==> src/rtl/fetch_unit.sv <==
// Instruction fetch stage: owns the fetch PC, issues word reads to a 1-cycle synchronous
// instruction memory, buffers returned words in a small prefetch queue and presents
// assembled 16/32-bit AAP instructions to decode over valid/ready.
// Optional feature macro: FETCH_INSN32_EN enables 32-bit instruction assembly
// (word0[15]=1). Without it every word is issued to decode as a 16-bit instruction.
module fetch_unit #(
   parameter int unsigned        ADDR_W   = 16,
   parameter int unsigned        DEPTH    = 4,
   parameter logic [ADDR_W-1:0]  RESET_PC = '0
) (
   input  logic              speedy_clock,
   input  logic              reset_n,
   output logic              imem_rd_en,
   output logic [ADDR_W-1:0] imem_addr,
   input  logic [15:0]       imem_rdata,
   input  logic              redirect_valid,
   input  logic [ADDR_W-1:0] redirect_pc,
   output logic              dec_valid,
   input  logic              dec_ready,
   output logic [31:0]       dec_instr,
   output logic              dec_is32,
   output logic [ADDR_W-1:0] dec_pc
);

   localparam int unsigned PtrW = $clog2(DEPTH);
   localparam int unsigned CntW = PtrW + 1;

   logic [15:0]       queue_q [DEPTH];
   logic [PtrW-1:0]   rd_ptr_q, rd_ptr_d;
   logic [PtrW-1:0]   wr_ptr_q, wr_ptr_d;
   logic [CntW-1:0]   count_q, count_d;
   logic [ADDR_W-1:0] fetch_pc_q, fetch_pc_d;
   logic [ADDR_W-1:0] head_pc_q, head_pc_d;
   logic              inflight_q, inflight_d;

   logic [15:0]       word0, word1;
   logic              head_is32;
   logic [CntW-1:0]   need_cnt, pop_cnt;
   logic [CntW:0]     used;
   logic              issue, push, pop;

   // Head decode, issue credit and decode-side handshake
   always_comb begin
      word0 = queue_q[rd_ptr_q];
      word1 = queue_q[rd_ptr_q + PtrW'(1)];
`ifdef FETCH_INSN32_EN
      head_is32 = word0[15];
`else
      head_is32 = 1'b0;
`endif
      need_cnt = head_is32 ? CntW'(2) : CntW'(1);
      // Credit counts the word already in flight so the queue can never overflow
      used  = {1'b0, count_q} + {{CntW{1'b0}}, inflight_q};
      issue = reset_n && !redirect_valid && (used < (CntW+1)'(DEPTH));
      // A response landing during a redirect belongs to the old stream: drop it
      push  = inflight_q && !redirect_valid;
      dec_valid = !redirect_valid && (count_q >= need_cnt);
      pop       = dec_valid && dec_ready;
      pop_cnt   = pop ? need_cnt : '0;

      imem_rd_en = issue;
      imem_addr  = fetch_pc_q;
      dec_is32   = head_is32;
      dec_instr  = head_is32 ? {word1, word0} : {16'h0000, word0};
      dec_pc     = head_pc_q;
   end

   // Next-state for PC, pointers, occupancy and in-flight tracking
   always_comb begin
      fetch_pc_d = fetch_pc_q;
      head_pc_d  = head_pc_q;
      rd_ptr_d   = rd_ptr_q;
      wr_ptr_d   = wr_ptr_q;
      count_d    = count_q;
      inflight_d = 1'b0;
      if (redirect_valid) begin
         fetch_pc_d = redirect_pc;
         head_pc_d  = redirect_pc;
         rd_ptr_d   = '0;
         wr_ptr_d   = '0;
         count_d    = '0;
      end else begin
         if (issue) begin
            fetch_pc_d = fetch_pc_q + ADDR_W'(1);
         end
         inflight_d = issue;
         rd_ptr_d   = rd_ptr_q + pop_cnt[PtrW-1:0];
         wr_ptr_d   = wr_ptr_q + PtrW'(push);
         count_d    = count_q - pop_cnt + CntW'(push);
         head_pc_d  = head_pc_q + ADDR_W'(pop_cnt);
      end
   end

   // Control state registers
   always_ff @(posedge speedy_clock or negedge reset_n) begin
      if (!reset_n) begin
         fetch_pc_q <= RESET_PC;
         head_pc_q  <= RESET_PC;
         rd_ptr_q   <= '0;
         wr_ptr_q   <= '0;
         count_q    <= '0;
         inflight_q <= 1'b0;
      end else begin
         fetch_pc_q <= fetch_pc_d;
         head_pc_q  <= head_pc_d;
         rd_ptr_q   <= rd_ptr_d;
         wr_ptr_q   <= wr_ptr_d;
         count_q    <= count_d;
         inflight_q <= inflight_d;
      end
   end

   // Prefetch storage; cleared on reset so decode outputs start at zero
   always_ff @(posedge speedy_clock or negedge reset_n) begin
      if (!reset_n) begin
         for (int i = 0; i < int'(DEPTH); i++) begin
            queue_q[i] <= '0;
         end
      end else if (push) begin
         queue_q[wr_ptr_q] <= imem_rdata;
      end
   end

endmodule

==> config.mk <==
export PLATFORM = sky130hd
export DESIGN_NAME = fetch_unit
export DESIGN_NICKNAME = d
export VERILOG_FILES = /design/src/rtl/fetch_unit.sv
export SDC_FILE = /design/constraint.sdc
export NUM_CORES = 1
export LEC_CHECK = 0
export CAP_MARGIN = 25
export CORE_ASPECT_RATIO = 1.5
export CORE_UTILIZATION = 50
export DETAILED_ROUTE_END_ITERATION = 7
export MAX_ROUTING_LAYER = met4
export PLACE_DENSITY = 0.78
export SETUP_SLACK_MARGIN = 0.3
export SYNTH_ARGS = -nofsm -noshare
export SYNTH_HDL_FRONTEND = slang
export SYNTH_SLANG_ARGS = --single-unit
==> constraint.sdc <==
create_clock -name speedy_clock -period 3.1 [get_ports speedy_clock]
set_input_delay 0.62 -clock speedy_clock [delete_from_list [all_inputs] [get_ports speedy_clock]]
set_output_delay 0.62 -clock speedy_clock [all_outputs]
set_load 0.02 [all_outputs]
-- After elaboration in Yosys (flattened, before gate mapping)
Cells that the tools add are included.
- add/subtract/negate cells: 7
- mux-type cells: 14
- $lt $le $gt $ge: 5
- reductions and logical operators: 8
- bitwise operators: 2
- operator list (kind ; number):
    16-bit 2-to-1 mux ; 6
    64-bit bitwise mux ; 1
    16-bit binary-select mux with 2-bit select ; 1
    16-bit demux with 2-bit select ; 1
    16-bit by 1-bit adder with 16-bit output ; 1
    16-bit by 1-bit adder with 16-bit output (second input constant) ; 1
    3-bit greater-or-equal comparator (second input constant) ; 2
    1-bit logical AND ; 6
    2-bit NOT with 3-bit output ; 2
    2-bit by 1-bit adder with 2-bit output ; 2
    3-bit by 1-bit adder with 4-bit output ; 1
    4-bit by 3-bit less-than comparator with 1-bit output (second input constant) ; 1
    2-bit 2-to-1 mux ; 2
    3-bit by 1-bit adder with 3-bit output ; 1
    3-bit by 1-bit greater-or-equal comparator with 1-bit output (second input constant) ; 1
    3-bit by 1-bit less-than comparator with 1-bit output (second input constant) ; 1
    3-bit 2-to-1 mux ; 1
    3-bit by 1-bit subtractor with 3-bit output ; 1
    1-bit 2-to-1 mux ; 2
    2-bit nonzero test ; 1
    1-bit logical NOT ; 1
- register bits: 104
- logic and storage cells: 46
- input port bits: 36

-- Logic depth before layout (Yosys ltp)
- word-level depth: 7
- gate-level depth with buffers: 11

-- Least setup slack after synthesis
OpenSTA, ideal clock, no wires.
- kind: input port to flip-flop
- from: input redirect_valid
- to: register head_pc_q[14], in the netlist dec_pc[14]
- path slack: 0.276 ns
- arrival: 2.687 ns
- path buffers: 2
- data required time: 2.963 ns
- stages on the path: 10
- path through: clkbuf_2 > buf_1 > a21oi_1 > and2_1 > ha_1 > ha_1 > nand3_1 > nor4_1 > xnor2_1 > a21oi_1
- longest elaborated chain between the ends: 6
- RTL lines (element ; RTL line ; RTL):
    start: declaration ; 16 ; input logic redirect_valid,
    1-bit logical NOT ; 57 ; dec_valid = !redirect_valid && (count_q >= need_cnt);
    1-bit logical AND ; 57 ;
    via dec_valid ; 18 ; output logic dec_valid,
    1-bit logical AND ; 58 ; pop = dec_valid && dec_ready;
    1-bit 2-to-1 mux ; 59 ; pop_cnt = pop ? need_cnt : '0;
    16-bit by 1-bit adder with 16-bit output ; 90 ; head_pc_d = head_pc_q + ADDR_W'(pop_cnt);
    16-bit 2-to-1 mux ; 76 ; if (redirect_valid) begin
    via head_pc_d[14] ; 33 ; logic [ADDR_W-1:0] head_pc_q, head_pc_d;
    end signal: assignment ; 105 ; head_pc_q <= head_pc_d;
    end: declaration ; 33 ;
The timed path passes the listed nets, and every way through them passes these cells.
A chain may end at the register's enable or synchronous reset.

-- Final worst setup path
- from: register rd_ptr_q[0]
- to: output dec_instr[1]
- longest elaborated chain between the ends: 4
- RTL lines (element ; RTL line ; RTL):
    start: declaration ; 29 ; logic [PtrW-1:0] rd_ptr_q, rd_ptr_d;
    start signal: assignment ; 106 ; rd_ptr_q <= rd_ptr_d;
    2-bit NOT with 3-bit output (implied by the code) ; 44 ; word0 = queue_q[rd_ptr_q];
    16-bit binary-select mux with 2-bit select ; 44 ;
    16-bit 2-to-1 mux (implied by the code) (2 in series) ; 44 ;
    end: declaration ; 20 ; output logic [31:0] dec_instr,
No other way between the ends. The select of a mux whose other input is x is not followed.

==> flow_summary.ini <==
[cells_and_area]
mostFrequentLayoutCell = dfrtp_1
area_delta_synth_final_pct = 23.92
final_cell_mix = dfrtp_1 (103), clkdlybuf4s50_1 (83), mux2_2 (67)
antenna_cells = 0
drive_gt1_share_pct = 25.30
nets = 539
fin_area_mm2 = 0.006449
nFillCells = 791

[logic_synthesis]
netlist.area_leader.share_pct = 50.01
synth_cells = 404
synth-seq-cells = 104
ys.flop_type = dfrtp_1
synth_cell_types = 56
synth_area_mm2 = 0.005204
synth-edff-count = 0
synth_area_leaders = dfrtp_1 (50%), mux2_2 (14%), mux4_2 (6.9%)
postSynthAreaPerCell_um2 = 12.88
yosysWarnings = 0
yosysSeqAreaShare_pct = 50.01
synth_top_area_cell = dfrtp_1
synth-async-reset-ratio_pct = 100.0

[die]
rows = 45
die_y_um = 126.9
core_mm2 = 0.01013
initial_core_util_pct = 51.35
die_area_mm2 = 0.01083
boundaryPins = 103
die_x_um = 85.30

[setup_path]
timing.rr.start = count_q[2]$_DFF_PN0_
critPathKind = flop to output pin
worstReg2RegEnd = dec_pc[14]$_DFF_PN0_
cp-end-kind = output pin
critPathLaunch = rd_ptr_q[0]$_DFF_PN0_
reg2reg_setup_slack_ns = 0.56
required_ns = 2.48
reg2regPathDepth = 10
cp_data_arrival_time_ns = 2.08
cp_max_fo = 14
startpoint_type = flop

[routing]
drc = 0
drt_iter0_drc = 118
first_pass_iters = 4
num_vias = 3561
drt-total-wl_um = 11520
via_per_inst = 5.790
wire_per_inst_um = 18.73
ant_nets = 0

[min_path]
hp-class = input port to asynchronous set/reset pin

[clock_tree]
cts_tree = done
cts.clk_slew.worst_paths_ns = 0.07
cts_made_buffers = 9
postCtsHoldBufs = 0
cts_buffer_depth = 2
root_buffer = clkbuf_16
cts_max_level = 3
insertion_delay_ns = 0.35
cts.sinks = 104

[global_route]
grtUsageTotal_pct = 24.07
grt_pass1_wl_um = 19290
grt_max_degree = 71
antenna_found_initial = 0
grt_remaining_overflow = 0
grt_pass1_vias = 3853

[flow_run]
cap_violations = 0

[place]
dp_slack_ns = 0.2480
gp_congestion = 0.8833
placed_area_mm2 = 0.006138
io_buffers = 85
dp_hpwl_um = 8225

[sta]
setup_violations = 0
fin_tns_setup_ns = 0
rsz0062_at_grt = true
tightest_slew_ns = 0.8704
fin_crit_sh_pct = 87.19
slew_viol_final = 0
setup_slack_ns = 0.3971
hold_viol = 0
period_minus_slack_ns = 2.703
finClkSkew_ns = 0.005196
max_freq_mhz = 370.0
slew_headroom_pct = 41.97

[pwr]
p_total_uw = 4388
power_density_mw_per_mm2 = 680.4
p_leak_uw = 0.002762
ir_worst_vdd_mv = 0.2845

[outcome]
outcome = completed
repair_timing:
action,4_1_cts,5_1_grt
setup buffers,0,0
cloned,0,0
resized for setup,2,2
endpoints found under the setup margin,5,2
metrics by stage:
step / util [%] / hold WS, ns / cells
after floorplan: - / 0.3244 / 420
after global placement: 60.57 / 0.4565 / 599
after detailed placement: 60.57 / 0.4615 / 599
after CTS: 63.51 / 0.09115 / 615
after global routing: 63.63 / 0.1100 / 615
final: 63.63 / 0.09846 / 615
metal layers:
metal	GRT usage, %	vias to the layer above	wire length [um]
met3	2.668	26	389
met1	27.76	1783	4569
met5	-	-	0
li1	-	1637	-
met2	41.18	115	6159
met4	12.65	0	399
Yosys cell counts, types with 5 or more instances:
cell	number
xnor2_1	8
a21oi_1	7
xor2_1	6
nand4_1	7
nor2_1	20
or4_1	5
mux2_2	67
mux4_2	16
nor2b_1	9
nand2_1	14
and2_1	6
dfrtp_1	104
clkbuf_1	7
buf_4	19
inv_1	8
o21ai_0	7
a31oi_1	9
ha_1	9
o31ai_1	6
a311oi_1	9
worst max-delay path: stages, from the launching register on:
cell	delay, ns
dfrtp_2	0.45
buf_12	0.20
mux4_2	0.52
clkdlybuf4s50_1	0.56
sequential cells by signal, indices dropped and copies added (netlist names):
name        flops
queue_q        64
wr_ptr_q        2
count_q         3
imem_addr      16
rd_ptr_q        2
dec_pc         16
inflight_q      1
worst max-delay path by stage:
stage / end / slack, ns / cells past startpoint
floorplan: dec_pc[14]$_DFF_PN0_ / 0.42 / 10
finish: dec_instr[1] / 0.40 / 3
CTS: dec_instr[1] / 0.36 / 3
global route: dec_pc[14]$_DFF_PN0_ / 0.30 / 10
detailed placement: dec_pc[14]$_DFF_PN0_ / 0.25 / 9
global placement: dec_pc[14]$_DFF_PN0_ / 0.37 / 9
area by class of cell:
cell class / instances / area [um^2] / area share, %
Sequential cell: 104 / 2604 / 40.38
Multi-Input combinational cell: 273 / 2425 / 37.60
Timing Repair Buffer: 96 / 942.2 / 14.61
Clock buffer: 10 / 229.0 / 3.551
Tap cell: 117 / 146.4 / 2.270
Clock inverter: 6 / 68.82 / 1.067
Inverter: 9 / 33.78 / 0.5239
cell families after synthesis:
logic type,share of synthesized area (%)
compound gates,7.502
xor+xnor,2.356
fa+ha+maj,2.549
buf+inv,4.857
flops,50.01
mux,21.62
other cells,0.07206
simple gates,11.04
where the power goes:
| group | leakage, uW | switching [uW] | internal, uW |
|---|---|---|---|
| Clock | 0.000143 | 506 | 631 |
| Sequential | 0.00131 | 197 | 1610 |
| Combinational | 0.00131 | 656 | 785 |
No activity file was read; power rests on OpenSTA's default activity.
==> variant: new RTL, config.mk and constraints unchanged <==
The option `FETCH_INSN32_EN` is turned on by a define.
--- a/src/rtl/fetch_unit.sv
+++ b/src/rtl/fetch_unit.sv
@@ -5,2 +5,4 @@
 // (word0[15]=1). Without it every word is issued to decode as a 16-bit instruction.
+`define FETCH_INSN32_EN
+
 module fetch_unit #(
Formal check against the unedited RTL: not equivalent (a bounded check fails within 4 cycles, from zero or initial values and one cycle with reset_n low).
==> variant against the unedited design <==
Worst setup slack lost 330 ps. Area after synthesis increased by 6.8%. Critical path depth grew 15. Non-clock buffer count up 43. Wire length increased by 19%. Via count grew 17%. Sequential cell count stayed put. Design area increased by 16%. Power is 29% higher. First-iteration DRC count up 92%.
==> variant: results (changes against the unedited design) <==
Post-Synth Adder-Cell Area=2.97% (+0.42 points); Comb. pwr=0.00260 W (+81%); VDD IR max=0.358 mV (+26%); Slew HR=40.2% (-1.7 points); Synth Area in XOR/XNOR=2.68% (+0.32 points); Synth Area in Compound Gates=5.76% (-1.7 points); share of the yosys chip area belonging to registers=46.8% (-3.2 points); FF-to-FF End=dec_pc[15]$_DFF_PN0_; share of cells above drive strength 1=22.4% (-2.9 points); met2 WL=7220 um (+17%); pwr dens=757 nW/um^2 (+11%); vias in the first global route=4484 (+16%); R2R Path Start=rd_ptr_q[0]$_DFF_PN0_; top cells by count, synth=dfrtp_1, mux2_1, mux4_2; post-synth cell types=51 (-8.9%); placed cell area=6880 sq um (+12%); first-pass GRT wire length=22200 um (+15%); seq pwr=0.00186 W (+3%); Avg WL per Cell=19.1 um (+1.8%); vias per cell=5.79 (about the same); largest net degree at the start of global routing=72 (+1.4%); r2r worst-path depth=18 (+8); 1st-iter DRT viols=227 (+92%); status=finished, final reports clean; mux contribution to synthesized area=26.5% (+4.9 points); final worst path period share=97.9% (+11 points); CP max FO=5 (-9); total routed wirelength=13700 um (+19%)
[variant: critical path: stages (launching register included)]
cell      delay (ps)
dfrtp_1          420
mux2i_1          140
mux2_4           310
ha_4             230
nor2b_4          120
o22ai_4           80
buf_4            140
buf_6            100
buf_6            110
nand3_4           80
buf_6            100
inv_1             50
ha_4             260
a21oi_2           50
buf_6            130
nor4_4           280
buf_4            180
nand4_1           90
nand3b_1          90
[variant: cell type report]
type / count / area, sq um / area share [%]
Tap cell: 144 / 180 / 2.40
Clock buffer: 9 / 225 / 3.01
Timing Repair Buffer: 139 / 1370 / 18.3
Sequential cell: 104 / 2600 / 34.7
Multi-Input combinational cell: 296 / 2950 / 39.3
Inverter: 20 / 75.1 / 1.00
Clock inverter: 7 / 95.1 / 1.27
[variant: per-layer routing]
| layer | GRT usage, % | vias up |
|---|---|---|
| met5 | - | - |
| met4 | 9.41 | 0 |
| met3 | 4.71 | 15 |
| met2 | 41.5 | 121 |
| met1 | 31.5 | 2134 |
| li1 | - | 1896 |
